### src/rtl/fifo_rd_stream_adapter_pkg.sv
// Shared constants and sizing helpers for the FIFO read-side stream adapter.
package fifo_rd_stream_pkg;
    localparam int BURST_CNT_W    = 10;
    localparam int DATA_WIDTH_MIN = 1;
    localparam int DATA_WIDTH_MAX = 256;
    localparam int RD_LATENCY_MIN = 0;
    localparam int RD_LATENCY_MAX = 2;
    localparam int BURST_LEN_MIN  = 1;
    localparam int BURST_LEN_MAX  = 1 << BURST_CNT_W;

    // One slot per read in flight, plus two so issue can continue while the head waits.
    function automatic int buf_depth(input int rd_latency);
        return rd_latency + 2;
    endfunction

    function automatic int level_width(input int rd_latency);
        return $clog2(buf_depth(rd_latency) + 1);
    endfunction
endpackage

### src/rtl/fifo_rd_stream_adapter_if.sv
// FIFO read port and downstream stream signals seen by the adapter.
interface fifo_rd_stream_adapter_if #(
    parameter int DATA_WIDTH = 32
);
    logic                  fifo_empty;
    logic                  fifo_rd_en;
    logic [DATA_WIDTH-1:0] fifo_rd_data;
    logic                  m_valid;
    logic                  m_ready;
    logic [DATA_WIDTH-1:0] m_data;
    logic                  m_last;

    modport master (
        input  fifo_empty, fifo_rd_data, m_ready,
        output fifo_rd_en, m_valid, m_data, m_last
    );

    modport slave (
        output fifo_empty, fifo_rd_data, m_ready,
        input  fifo_rd_en, m_valid, m_data, m_last
    );
endinterface

### src/rtl/fifo_rd_skid_buf.sv
// Small register ring: tail written on push, head presented straight from the registers.
module fifo_rd_skid_buf #(
    parameter int DATA_WIDTH = 32,
    parameter int DEPTH      = 3,
    parameter int LEVEL_W    = 2
) (
    input  logic                  clk,
    input  logic                  rst,
    input  logic                  push,
    input  logic [DATA_WIDTH-1:0] push_data,
    input  logic                  pop,
    output logic [DATA_WIDTH-1:0] head,
    output logic [LEVEL_W-1:0]    level
);
    localparam int PTR_W = $clog2(DEPTH);
    localparam logic [PTR_W-1:0] PTR_LAST = PTR_W'(DEPTH - 1);

    logic [DATA_WIDTH-1:0] mem [DEPTH];
    logic [PTR_W-1:0]      wr_ptr;
    logic [PTR_W-1:0]      rd_ptr;

    function automatic logic [PTR_W-1:0] ptr_inc(input logic [PTR_W-1:0] p);
        return (p == PTR_LAST) ? '0 : p + PTR_W'(1);
    endfunction

    always_ff @(posedge clk or posedge rst) begin
        if (rst) begin
            for (int i = 0; i < DEPTH; i++) begin
                mem[i] <= '0;
            end
            wr_ptr <= '0;
            rd_ptr <= '0;
            level  <= '0;
        end else begin
            if (push) begin
                mem[wr_ptr] <= push_data;
                wr_ptr      <= ptr_inc(wr_ptr);
            end
            if (pop) begin
                rd_ptr <= ptr_inc(rd_ptr);
            end
            case ({push, pop})
                2'b10:   level <= level + LEVEL_W'(1);
                2'b01:   level <= level - LEVEL_W'(1);
                default: level <= level;
            endcase
        end
    end

    assign head = mem[rd_ptr];
endmodule

### src/rtl/fifo_rd_stream_adapter.sv
// Drains a fixed-latency FIFO read port into a valid/ready stream with burst framing.
module fifo_rd_stream_adapter
    import fifo_rd_stream_pkg::*;
#(
    parameter int DATA_WIDTH = 32,
    parameter int RD_LATENCY = 1,
    parameter int BURST_LEN  = 16,
    localparam int BUF_DEPTH = buf_depth(RD_LATENCY),
    localparam int LEVEL_W   = level_width(RD_LATENCY)
) (
    input  logic                     rd_clk,
    input  logic                     rd_rst,
    fifo_rd_stream_adapter_if.master bus,
    output logic [LEVEL_W-1:0]       buf_level
);
    localparam logic [LEVEL_W-1:0]     CREDIT_MAX = LEVEL_W'(BUF_DEPTH);
    localparam logic [BURST_CNT_W-1:0] BEAT_LAST  = BURST_CNT_W'(BURST_LEN - 1);

    if (DATA_WIDTH < DATA_WIDTH_MIN || DATA_WIDTH > DATA_WIDTH_MAX) begin : g_bad_data_width
        $error("fifo_rd_stream_adapter: DATA_WIDTH out of range");
    end
    if (RD_LATENCY < RD_LATENCY_MIN || RD_LATENCY > RD_LATENCY_MAX) begin : g_bad_rd_latency
        $error("fifo_rd_stream_adapter: RD_LATENCY out of range");
    end
    if (BURST_LEN < BURST_LEN_MIN || BURST_LEN > BURST_LEN_MAX) begin : g_bad_burst_len
        $error("fifo_rd_stream_adapter: BURST_LEN out of range");
    end

    logic [LEVEL_W-1:0]     credit;
    logic [BURST_CNT_W-1:0] beat_cnt;
    logic                   issue;
    logic                   capture;
    logic                   handshake;

    // Credit is registered, so m_ready never reaches fifo_rd_en combinationally.
    assign issue          = !bus.fifo_empty && (credit < CREDIT_MAX) && !rd_rst;
    assign bus.fifo_rd_en = issue;
    assign handshake      = bus.m_valid && bus.m_ready;

    if (RD_LATENCY == 0) begin : g_show_ahead
        assign capture = issue;
    end else if (RD_LATENCY == 1) begin : g_lat1
        logic inflight;
        always_ff @(posedge rd_clk or posedge rd_rst) begin
            if (rd_rst) inflight <= 1'b0;
            else        inflight <= issue;
        end
        assign capture = inflight;
    end else begin : g_latn
        logic [RD_LATENCY-1:0] inflight;
        always_ff @(posedge rd_clk or posedge rd_rst) begin
            if (rd_rst) inflight <= '0;
            else        inflight <= {inflight[RD_LATENCY-2:0], issue};
        end
        assign capture = inflight[RD_LATENCY-1];
    end

    always_ff @(posedge rd_clk or posedge rd_rst) begin
        if (rd_rst) begin
            credit <= '0;
        end else begin
            case ({issue, handshake})
                2'b10:   credit <= credit + LEVEL_W'(1);
                2'b01:   credit <= credit - LEVEL_W'(1);
                default: credit <= credit;
            endcase
        end
    end

    always_ff @(posedge rd_clk or posedge rd_rst) begin
        if (rd_rst) begin
            beat_cnt <= '0;
        end else if (handshake) begin
            beat_cnt <= (beat_cnt == BEAT_LAST) ? '0 : beat_cnt + BURST_CNT_W'(1);
        end
    end

    fifo_rd_skid_buf #(
        .DATA_WIDTH (DATA_WIDTH),
        .DEPTH      (BUF_DEPTH),
        .LEVEL_W    (LEVEL_W)
    ) u_buf (
        .clk       (rd_clk),
        .rst       (rd_rst),
        .push      (capture),
        .push_data (bus.fifo_rd_data),
        .pop       (handshake),
        .head      (bus.m_data),
        .level     (buf_level)
    );

    assign bus.m_valid = (buf_level != '0);
    assign bus.m_last  = bus.m_valid && (beat_cnt == BEAT_LAST);
endmodule

### src/flat_wrapper.sv
// flat-port wrapper written by rule: the top's interface ports become plain ports
module fifo_rd_stream_adapter_flat import fifo_rd_stream_pkg::*;
#(
    parameter int DATA_WIDTH = 32,
    parameter int RD_LATENCY = 1,
    parameter int BURST_LEN  = 16,
    localparam int BUF_DEPTH = buf_depth(RD_LATENCY),
    localparam int LEVEL_W   = level_width(RD_LATENCY)
)
  (rd_clk, rd_rst, buf_level, bus_fifo_empty, bus_fifo_rd_data, bus_m_ready, bus_fifo_rd_en, bus_m_valid, bus_m_data, bus_m_last);
  fifo_rd_stream_adapter_if #(.DATA_WIDTH(DATA_WIDTH)) bus_i ();
  input  logic rd_clk;
  input  logic rd_rst;
  output logic [LEVEL_W-1:0] buf_level;
  input wire logic [$bits(bus_i.fifo_empty)-1:0] bus_fifo_empty;
  input wire logic [$bits(bus_i.fifo_rd_data)-1:0] bus_fifo_rd_data;
  input wire logic [$bits(bus_i.m_ready)-1:0] bus_m_ready;
  output wire logic [$bits(bus_i.fifo_rd_en)-1:0] bus_fifo_rd_en;
  output wire logic [$bits(bus_i.m_valid)-1:0] bus_m_valid;
  output wire logic [$bits(bus_i.m_data)-1:0] bus_m_data;
  output wire logic [$bits(bus_i.m_last)-1:0] bus_m_last;
  assign bus_i.fifo_empty = bus_fifo_empty;
  assign bus_i.fifo_rd_data = bus_fifo_rd_data;
  assign bus_i.m_ready = bus_m_ready;
  assign bus_fifo_rd_en = bus_i.fifo_rd_en;
  assign bus_m_valid = bus_i.m_valid;
  assign bus_m_data = bus_i.m_data;
  assign bus_m_last = bus_i.m_last;
  fifo_rd_stream_adapter #(.DATA_WIDTH(DATA_WIDTH), .RD_LATENCY(RD_LATENCY), .BURST_LEN(BURST_LEN)) u_core (.rd_clk(rd_clk), .rd_rst(rd_rst), .bus(bus_i), .buf_level(buf_level));
endmodule
### config.mk
export PLATFORM = sky130hd
export DESIGN_NAME = fifo_rd_stream_adapter_flat
export DESIGN_NICKNAME = d
export VERILOG_FILES = /design/src/rtl/fifo_rd_stream_adapter_pkg.sv /design/src/rtl/fifo_rd_stream_adapter_if.sv /design/src/rtl/fifo_rd_skid_buf.sv /design/src/rtl/fifo_rd_stream_adapter.sv /design/src/flat_wrapper.sv
export SDC_FILE = /design/constraint.sdc
export NUM_CORES = 1
export LEC_CHECK = 0
export ABC_AREA = 1
export CORE_MARGIN = 8
export CORE_UTILIZATION = 40
export DETAILED_ROUTE_END_ITERATION = 16
export DONT_BUFFER_PORTS = 1
export PLACE_DENSITY = 0.51
export SYNTH_ARGS = -nofsm -noshare
export SYNTH_HDL_FRONTEND = slang
export SYNTH_SLANG_ARGS = --single-unit
### constraint.sdc
create_clock -name rd_clk -period 4.25 [get_ports rd_clk]
set_input_delay 0.2125 -clock rd_clk [delete_from_list [all_inputs] [get_ports rd_clk]]
set_output_delay 0.2125 -clock rd_clk [all_outputs]
set_load 0.02 [all_outputs]
==> results.py, run 1 <==
metrics = {
    "worst_setup_path": {
        "cp-start-kind": "flip-flop",
        "cp_max_fo": 36,
        "path_class": "flip-flop to output pin",
        "worstSetupEndpointType": "output pin",
        "cp_data_required_time_ns": 4.04,
        "crit_arrival_ns": 2.38,
    },
    "placement": {
        "numPortBuffers": 0,
        "gp_congestion": 0.752,
        "hpwl_um": 7500,
        "place_area_um2": 5380,
    },
    "logic_synthesis": {
        "yosys.area_share.simple": 0.231,
        "synth_compound_area_frac": 0.131,
        "yosys_warnings": 0,
        "netlist_area_um2": 5350,
        "ys_seq_area_frac": 0.538,
        "synth_cell_types": 24,
        "synth_mux_area_frac": 0,
        "ys_ff_latch": 115,
        "synth_area_per_cell_um2": 8.82,
        "ys.flop_type": "dfrtp_1",
        "synth_top_family_by_area": "simple AND/OR/NAND/NOR gates",
        "synthesis.nets": 646,
        "synth-async-reset-ratio": 1.00,
        "synthAdderAreaFrac": 0.00701,
        "synth_xor_area_frac": 0.0115,
        "syn_inst": 607,
        "synth-edff-count": 0,
    },
    "routing": {
        "ant_nets": 0,
        "wl_met3_um": 554,
        "top_layer_used": "met4",
        "drtPass1Iterations": 4,
        "drt_iter0_drc": 199,
        "routedWlPerCell_um": 15.2,
        "wl_met2_um": 5850,
        "drt-total-wl_um": 12100,
        "vias_per_cell": 5.01,
        "vias": 3996,
        "met1Wirelength_um": 5550,
        "drc": 0,
    },
    "layout": {
        "nNetsFinal": 648,
        "final_area_um2": 6090,
        "diodes": 0,
        "layout_common_cells": "nand2_1, dfrtp_1, nand3_1",
        "syn2layout_area_growth_pct": 13.7,
        "final_common_cell": "nand2_1",
        "drive_above_1_share": 0.145,
    },
    "global_route": {
        "antenna_found_initial": 0,
        "grt_pass1_wl_um": 21000,
        "grt_pass1_vias": 4012,
        "track_usage": 0.150,
        "grt_max_degree": 71,
        "globalRouteOverflowTotal": 0,
    },
    "run_status": {
        "status": "finished, final reports clean",
    },
    "clock_network": {
        "cts_num_sinks": 115,
        "clockRootBuffer": "clkbuf_16",
        "cts_tree": "done",
        "htree_levels": 4,
        "cts.reportedPaths.clkPinSlew_ns": 0.05,
        "clock_latency_ns": 0.41,
        "ctsResizeCount": 0,
        "cts_max_path_buffers": 2,
        "cts_buffers": 17,
    },
    "die": {
        "fp-row-count": 42,
        "die_w_um": 132,
        "coreArea_um2": 13100,
        "ios": 73,
        "start_util": 0.407,
        "dieArea_um2": 17300,
        "die_h_um": 132,
    },
    "power_and_ir_drop": {
        "p_per_area_nw_per_um2": 848,
        "p_leak_nw": 2.96,
        "vdd_drop_max_mv": 0.288,
        "p_total_mw": 5.16,
    },
    "sta": {
        "finalCriticalPeriod_ns": 2.59,
        "rsz0062_at_grt": "no",
        "worst_pin_slew_ns": 0.924,
        "finalCritPeriodShare": 0.610,
        "fin_tns_setup_ns": 0,
        "hold_violations": 0,
        "finalSetupViolations": 0,
        "finalClockSkew_ns": 0.00588,
        "max_freq_mhz": 386,
        "max_slew_margin": 0.384,
        "drv_slew": 0,
    },
    "job": {
        "maxCapViolations": 0,
    },
    "min_path": {
        "hold_class": "input pin to flip-flop",
    },
}
==> cells in the mapped netlist, types with 3 or more instances <==
master	n	share of area
buf_2	13	0.012
nor2_1	7	0.0049
o21ai_1	49	0.046
buf_6	12	0.025
ha_1	3	0.0070
inv_1	51	0.036
nand4_1	4	0.0047
xnor2_1	6	0.0098
o21ai_2	45	0.074
nor2_2	3	0.0035
clkbuf_1	7	0.0049
o21ai_0	9	0.0084
nand2_1	195	0.14
nand3_1	75	0.070
dfrtp_1	115	0.54
==> layout make-up <==
| type | instances | area, um2 |
|---|---|---|
| fill | 1315 | 7050 |
| sequential | 115 | 2880 |
| clock inverter | 11 | 85.1 |
| timing repair buffer | 17 | 165 |
| inverter | 52 | 198 |
| tap | 176 | 220 |
| multi-input combinational | 406 | 2070 |
| clock buffer | 21 | 470 |
==> metrics by stage <==
step / utilization / hold WS (ns) / std cells / setup WS [ns]
5_1_grt: 0.463 / 0.000691 / 798 / 1.50
2_1_floorplan: - / 0.385 / 607 / 0.459
4_1_cts: 0.463 / 0.000275 / 798 / 1.59
3_3_place_gp: 0.410 / 0.201 / 751 / 2.10
3_5_place_dp: 0.410 / 0.199 / 751 / 2.04
6_report: 0.463 / 0.0103 / 798 / 1.66
==> flip-flops by register name, summed over array words and instances (netlist names) <==
| signal | flops |
|---|---|
| u_core.u_buf.mem | 96 |
| u_core.beat_cnt | 10 |
| u_core.credit | 2 |
| u_core.u_buf.wr_ptr | 2 |
| u_core.u_buf.level | 2 |
| u_core.u_buf.rd_ptr | 2 |
| u_core.capture | 1 |
==> path summary, 6_finish.rpt <==
kind,startpoint,endpoint,slack [ns],cells past startpoint
setup / recovery,u_core.u_buf.rd_ptr[0]$_DFFE_PP0P_,bus_m_data[31],1.66,3
hold / removal,bus_fifo_rd_data[21],u_core.u_buf.mem[85]$_DFFE_PP0P_,0.01,2
setup reg to reg,u_core.capture$_DFF_PP0_,u_core.u_buf.mem[15]$_DFFE_PP0P_,2.27,4
hold reg to reg,u_core.u_buf.mem[35]$_DFFE_PP0P_,u_core.u_buf.mem[35]$_DFFE_PP0P_,0.48,2
max in group asynchronous,rd_rst,u_core.u_buf.rd_ptr[0]$_DFFE_PP0P_,2.53,3
min in group asynchronous,rd_rst,u_core.u_buf.mem[70]$_DFFE_PP0P_,0.35,2
==> worst max-delay path, cell delays in order (launching register included) <==
cell and delay, ns:
dfrtp_2 0.71, nor2_4 0.84, nand2_1 0.12, nand3_1 0.29
==> layer usage <==
layer | track usage | vias up
met1 | 0.181 | 1937
met4 | 0.0606 | 0
met2 | 0.244 | 64
li1 | - | 1978
met3 | 0.0476 | 17
met5 | 0 | -
==> kinds of logic after synthesis <==
group                    count (synthesis)
flip-flops                             115
AND/OR/NAND/NOR                        290
buffers and inverters                   86
XOR/XNOR                                 7
adder cells (fa/ha/maj)                  3
AO/OA/AOI/OAI                          106
==> report_power, final <==
group / total (mW) / internal [mW] / switching (mW)
clock network: 1.32 / 0.839 / 0.480
logic: 1.83 / 0.559 / 1.27
registers: 2.01 / 1.62 / 0.392
total: 5.16 / 3.02 / 2.14
==> what timing repair did <==
item | CTS | global route
endpoints found under the hold margin | 63 | 0
setup buffers | 0 | 0
hold buffers | 15 | 0
Note: power is estimated with default switching activity, not from simulation.
==> run 2: changes to the inputs <==
- PLACE_DENSITY: 0.51 -> 0.53
- clock period: 4.25 -> 2.3 ns (I/O delays scaled with it)
==> run 2 against run 1 <==
Net effect: setup slack lost 1.4 ns; core utilization grew 2.8 points; flip-flop and latch count is the same; highest routed layer unchanged; largest power group is now combinational cells; critical path type unchanged; design area grew 6.1%.
==> results.py, run 2 (synthesized netlist as in run 1, its figures left out) <==
metrics = {
    "layout": {
        "syn2layout_area_growth_pct": 20.7,
        "layout_common_cells": "nand2_1, dfrtp_1, nand3_1",
        "diodes": 0,
        "biggestRegsByFlops": "u_core.u_buf.mem x96, u_core.beat_cnt x10",
        "nFillCells": 1259,
        "top_register": "u_core.u_buf.mem",
        "final_common_cell": "nand2_1",
        "drive_above_1_share": 0.150,
        "largest_reg_flops": 96,
        "nNetsFinal": 674,
    },
    "routing": {
        "drt-total-wl_um": 12400,
        "vias": 4042,
        "wl_met3_um": 654,
        "drc": 0,
        "met1Wirelength_um": 5630,
        "drtPass1Iterations": 5,
        "drt_iter0_drc": 279,
        "ant_nets": 0,
        "wl_met2_um": 5980,
        "top_layer_used": "met4",
        "routedWlPerCell_um": 15.1,
        "vias_per_cell": 4.91,
    },
    "worst_setup_path": {
        "startpoint": "u_core.u_buf.rd_ptr[0]$_DFFE_PP0P_",
        "worstSetupEndpointType": "output pin",
        "timing.rr.start": "u_core.u_buf.level[0]$_DFFE_PP0P_",
        "path_class": "flip-flop to output pin",
        "cp_max_fo": 20,
        "cp-start-kind": "flip-flop",
        "crit_arrival_ns": 1.89,
        "cp_data_required_time_ns": 2.18,
    },
    "sta": {
        "holdWs_ns": 0.0393,
        "worst_pin_slew_ns": 0.629,
        "max_freq_mhz": 499,
        "finalClockSkew_ns": 0.00803,
        "finalSetupViolations": 0,
        "hold_violations": 0,
        "finalCritPeriodShare": 0.871,
        "finalCriticalPeriod_ns": 2.00,
        "drv_slew": 0,
        "rsz0062_at_grt": "no",
        "max_slew_margin": 0.581,
        "worst_slack_ns": 0.297,
    },
    "placement": {
        "gp_congestion": 0.743,
        "dpl_worst_slack_ns": 0.461,
        "hpwl_um": 7810,
        "numPortBuffers": 0,
    },
    "die": {
        "die_w_um": 132,
        "fp-row-count": 42,
        "dieArea_um2": 17300,
        "ios": 73,
        "coreArea_um2": 13100,
        "start_util": 0.407,
        "die_h_um": 132,
    },
    "run_status": {
        "status": "finished, final reports clean",
    },
    "clock_network": {
        "post_cts_buffers": 0,
        "cts_hold_buf": 34,
        "clockRootBuffer": "clkbuf_16",
        "clock_latency_ns": 0.41,
        "cts_max_path_buffers": 2,
        "ctsResizeCount": 0,
        "cts_tree": "done",
        "cts.reportedPaths.clkPinSlew_ns": 0.05,
        "cts_num_sinks": 115,
        "cts_buffers": 17,
        "htree_levels": 4,
    },
    "global_route": {
        "grt_pass1_vias": 4147,
        "antenna_found_initial": 0,
        "grt_max_degree": 116,
        "track_usage": 0.154,
        "globalRouteOverflowTotal": 0,
        "grt_pass1_wl_um": 21400,
    },
    "power_and_ir_drop": {
        "vdd_drop_max_mv": 0.582,
        "p_per_area_nw_per_um2": 1550,
        "p_leak_nw": 3.13,
    },
    "job": {
        "maxCapViolations": 0,
    },
    "min_path": {
        "hold_class": "input pin to flip-flop",
        "hold_start": "bus_fifo_empty",
    },
}
[run 2: final cells by class]
cell class	instances	area, um2	area share
sequential	115	2880	0.446
multi-input combinational	406	2070	0.320
clock buffer	21	480	0.0744
tap	176	220	0.0341
clock inverter	10	130	0.0201
timing repair buffer	43	483	0.0748
inverter	52	199	0.0308
[run 2: routing by layer]
layer  track usage  vias up
met5             0        -
met4        0.0625        0
met3        0.0514       13
met2         0.244       82
met1         0.189     1917
li1              -     2030
[run 2: worst max-delay path: stages (launching register included)]
cell	delay [ns]
dfrtp_2	0.51
nor2_4	0.43
buf_12	0.23
nand2_1	0.07
nand3_1	0.24
[run 2: worst paths after layout]
path                       slack, ns  depth (start not counted)                                 end
max                             0.30                          4                      bus_m_data[27]
min                             0.04                          3            u_core.capture$_DFF_PP0_
max reg2reg                     0.46                          6   u_core.u_buf.level[1]$_DFFE_PP0P_
min reg2reg                     0.48                          2    u_core.u_buf.mem[71]$_DFFE_PP0P_
max in group asynchronous       1.43                          3  u_core.u_buf.rd_ptr[0]$_DFFE_PP0P_
min in group asynchronous       0.36                          3            u_core.capture$_DFF_PP0_
[run 2: power breakdown]
part / internal, mW / switching, mW
Clock: 1.80 / 0.884
Sequential: 2.99 / 0.625
Combinational: 1.18 / 2.52
[run 2: metrics by stage]
step                instance area [um2]  utilization  cells  power, mW  setup TNS, ns
floorplan                          5360            -    607       6.50         -0.873
global placement                   5510        0.419    758       7.27              0
detailed placement                 5510        0.419    758       7.38              0
CTS                                6460        0.492    823       10.2              0
global route                       6460        0.492    823       10.8              0
finish                             6460        0.492    823       10.0              0
==> run 3: changes to the inputs <==
- CORE_UTILIZATION: 40 -> 50
- PLACE_DENSITY: 0.53 -> 0.65
==> run 3 against run 2 <==
Net effect: sequential power about the same; sequential share of layout area down 0.13 points; worst hold slack improved by 0.25 ns; highest routed layer unchanged; clock power is 3% higher; die area fell by 18%; core utilization grew 13 points; final cell count shrank 3.8%.
==> results.py, run 3 (synthesized netlist as in run 1, its figures left out) <==
metrics = {
    "clock_network": {
        "clockRootBuffer": "clkbuf_8",
        "clock_latency_ns": 0.52,
        "cts_tree": "done",
        "htree_levels": 4,
        "cts.reportedPaths.clkPinSlew_ns": 0.06,
        "cts_buffers": 17,
        "cts_num_sinks": 115,
        "cts_max_path_buffers": 2,
    },
    "power_and_ir_drop": {
        "p_per_area_nw_per_um2": 1560,
        "p_leak_nw": 3.17,
        "vdd_drop_max_mv": 0.745,
        "p_total_mw": 10.1,
    },
    "routing": {
        "top_layer_used": "met4",
        "vias": 4046,
        "wl_met2_um": 5870,
        "routedWlPerCell_um": 15.2,
        "wl_met3_um": 556,
        "met1Wirelength_um": 5500,
        "drt_iter0_drc": 304,
        "drt-total-wl_um": 12100,
        "drc": 0,
        "ant_nets": 0,
        "drtPass1Iterations": 5,
        "vias_per_cell": 5.11,
    },
    "min_path": {
        "hold_class": "input pin to async pin",
    },
    "sta": {
        "finalClockSkew_ns": 0.0116,
        "finalCriticalPeriod_ns": 2.12,
        "worst_slack_ns": 0.180,
        "worst_pin_slew_ns": 0.607,
        "finalSetupViolations": 0,
        "max_freq_mhz": 472,
        "finalCritPeriodShare": 0.922,
        "drv_slew": 0,
        "hold_violations": 0,
        "max_slew_margin": 0.596,
        "rsz0062_at_grt": "no",
        "holdWs_ns": 0.294,
    },
    "layout": {
        "diodes": 0,
        "nNetsFinal": 683,
        "largest_reg_flops": 96,
        "drive_above_1_share": 0.159,
        "biggestRegsByFlops": "u_core.u_buf.mem x96, u_core.beat_cnt x10",
        "top_register": "u_core.u_buf.mem",
        "final_common_cell": "nand2_1",
        "syn2layout_area_growth_pct": 21.0,
        "post-route-util": 0.625,
        "nFillCells": 910,
        "layout_common_cells": "nand2_1, dfrtp_1, nand3_1",
        "final_area_um2": 6480,
    },
    "die": {
        "dieArea_um2": 14300,
        "die_w_um": 119,
        "die_h_um": 119,
        "coreArea_um2": 10400,
        "start_util": 0.516,
        "fp-row-count": 37,
        "ios": 73,
    },
    "worst_setup_path": {
        "reg2reg_depth": 6,
        "path_class": "flip-flop to output pin",
        "timing.rr.start": "u_core.u_buf.level[0]$_DFFE_PP0P_",
        "cp_max_fo": 5,
        "worstSetupEndpointType": "output pin",
        "startpoint": "u_core.beat_cnt[1]$_DFFE_PP0P_",
        "r2r_end": "u_core.u_buf.level[1]$_DFFE_PP0P_",
        "r2r_setup_slack_ns": 0.50,
        "crit_arrival_ns": 2.00,
        "cp-start-kind": "flip-flop",
        "cp_data_required_time_ns": 2.18,
        "crit_end": "bus_m_last",
    },
    "global_route": {
        "grt_max_degree": 116,
        "grt_pass1_vias": 4082,
        "antenna_found_initial": 0,
        "track_usage": 0.180,
        "globalRouteOverflowTotal": 0,
        "grt_pass1_wl_um": 20600,
    },
    "run_status": {
        "status": "finished, final reports clean",
    },
    "placement": {
        "numPortBuffers": 0,
        "place_area_um2": 5470,
        "dpl_worst_slack_ns": 0.508,
        "hpwl_um": 7400,
        "gp_congestion": 0.818,
    },
    "job": {
        "maxCapViolations": 0,
    },
}
## run 3: metal layers
layer | vias up | global-route usage
met5 | - | 0
met1 | 1909 | 0.227
met4 | 0 | 0.0656
li1 | 2038 | -
met2 | 87 | 0.290
met3 | 12 | 0.0520
## run 3: repair_timing
item,CTS,global route
endpoints found under the hold margin,225,0
setup endpoints to repair,0,26
gates resized for setup,0,1
setup buffers,0,3
hold buffers,35,0
## run 3: area by class of cell
cell class	count	area (um2)	share of cell area
clock buffer	22	483	0.0746
clock inverter	9	150	0.0232
inverter	52	199	0.0307
multi-input combinational	406	2070	0.319
sequential	115	2880	0.444
tap	136	170	0.0263
timing repair buffer	52	528	0.0815
## run 3: worst min-delay path by stage
stage	start	cells past startpoint	slack, ns	to
finish	rd_rst	3	0.29	u_core.u_buf.mem[64]$_DFFE_PP0P_
global route	bus_fifo_rd_data[8]	3	0.34	u_core.u_buf.mem[72]$_DFFE_PP0P_
CTS	rd_rst	3	0.28	u_core.u_buf.level[0]$_DFFE_PP0P_
detailed placement	rd_rst	2	0.24	u_core.u_buf.mem[64]$_DFFE_PP0P_
global placement	rd_rst	2	0.24	u_core.u_buf.mem[64]$_DFFE_PP0P_
floorplan	bus_fifo_rd_data[31]	2	0.29	u_core.u_buf.mem[31]$_DFFE_PP0P_
## run 3: stage by stage
stage	TNS, ns	cells
finish	0	792
global placement	0	723
detailed placement	0	723
global route	0	792
floorplan	-0.873	607
CTS	0	789
## run 3: worst max-delay path: stages (launching register included)
cell and delay (ns):
dfrtp_1 0.39, ha_1 0.21, nand2_1 0.07, nor2_2 0.21, nand4_2 0.19, nor2_1 0.41
## run 3: where the power goes
part           switching (mW)  total (mW)  internal, mW  leakage [nW]
Clock                   0.874        2.76          1.89         0.309
Combinational            2.49        3.72          1.23          1.46
Sequential              0.641        3.63          2.99          1.40
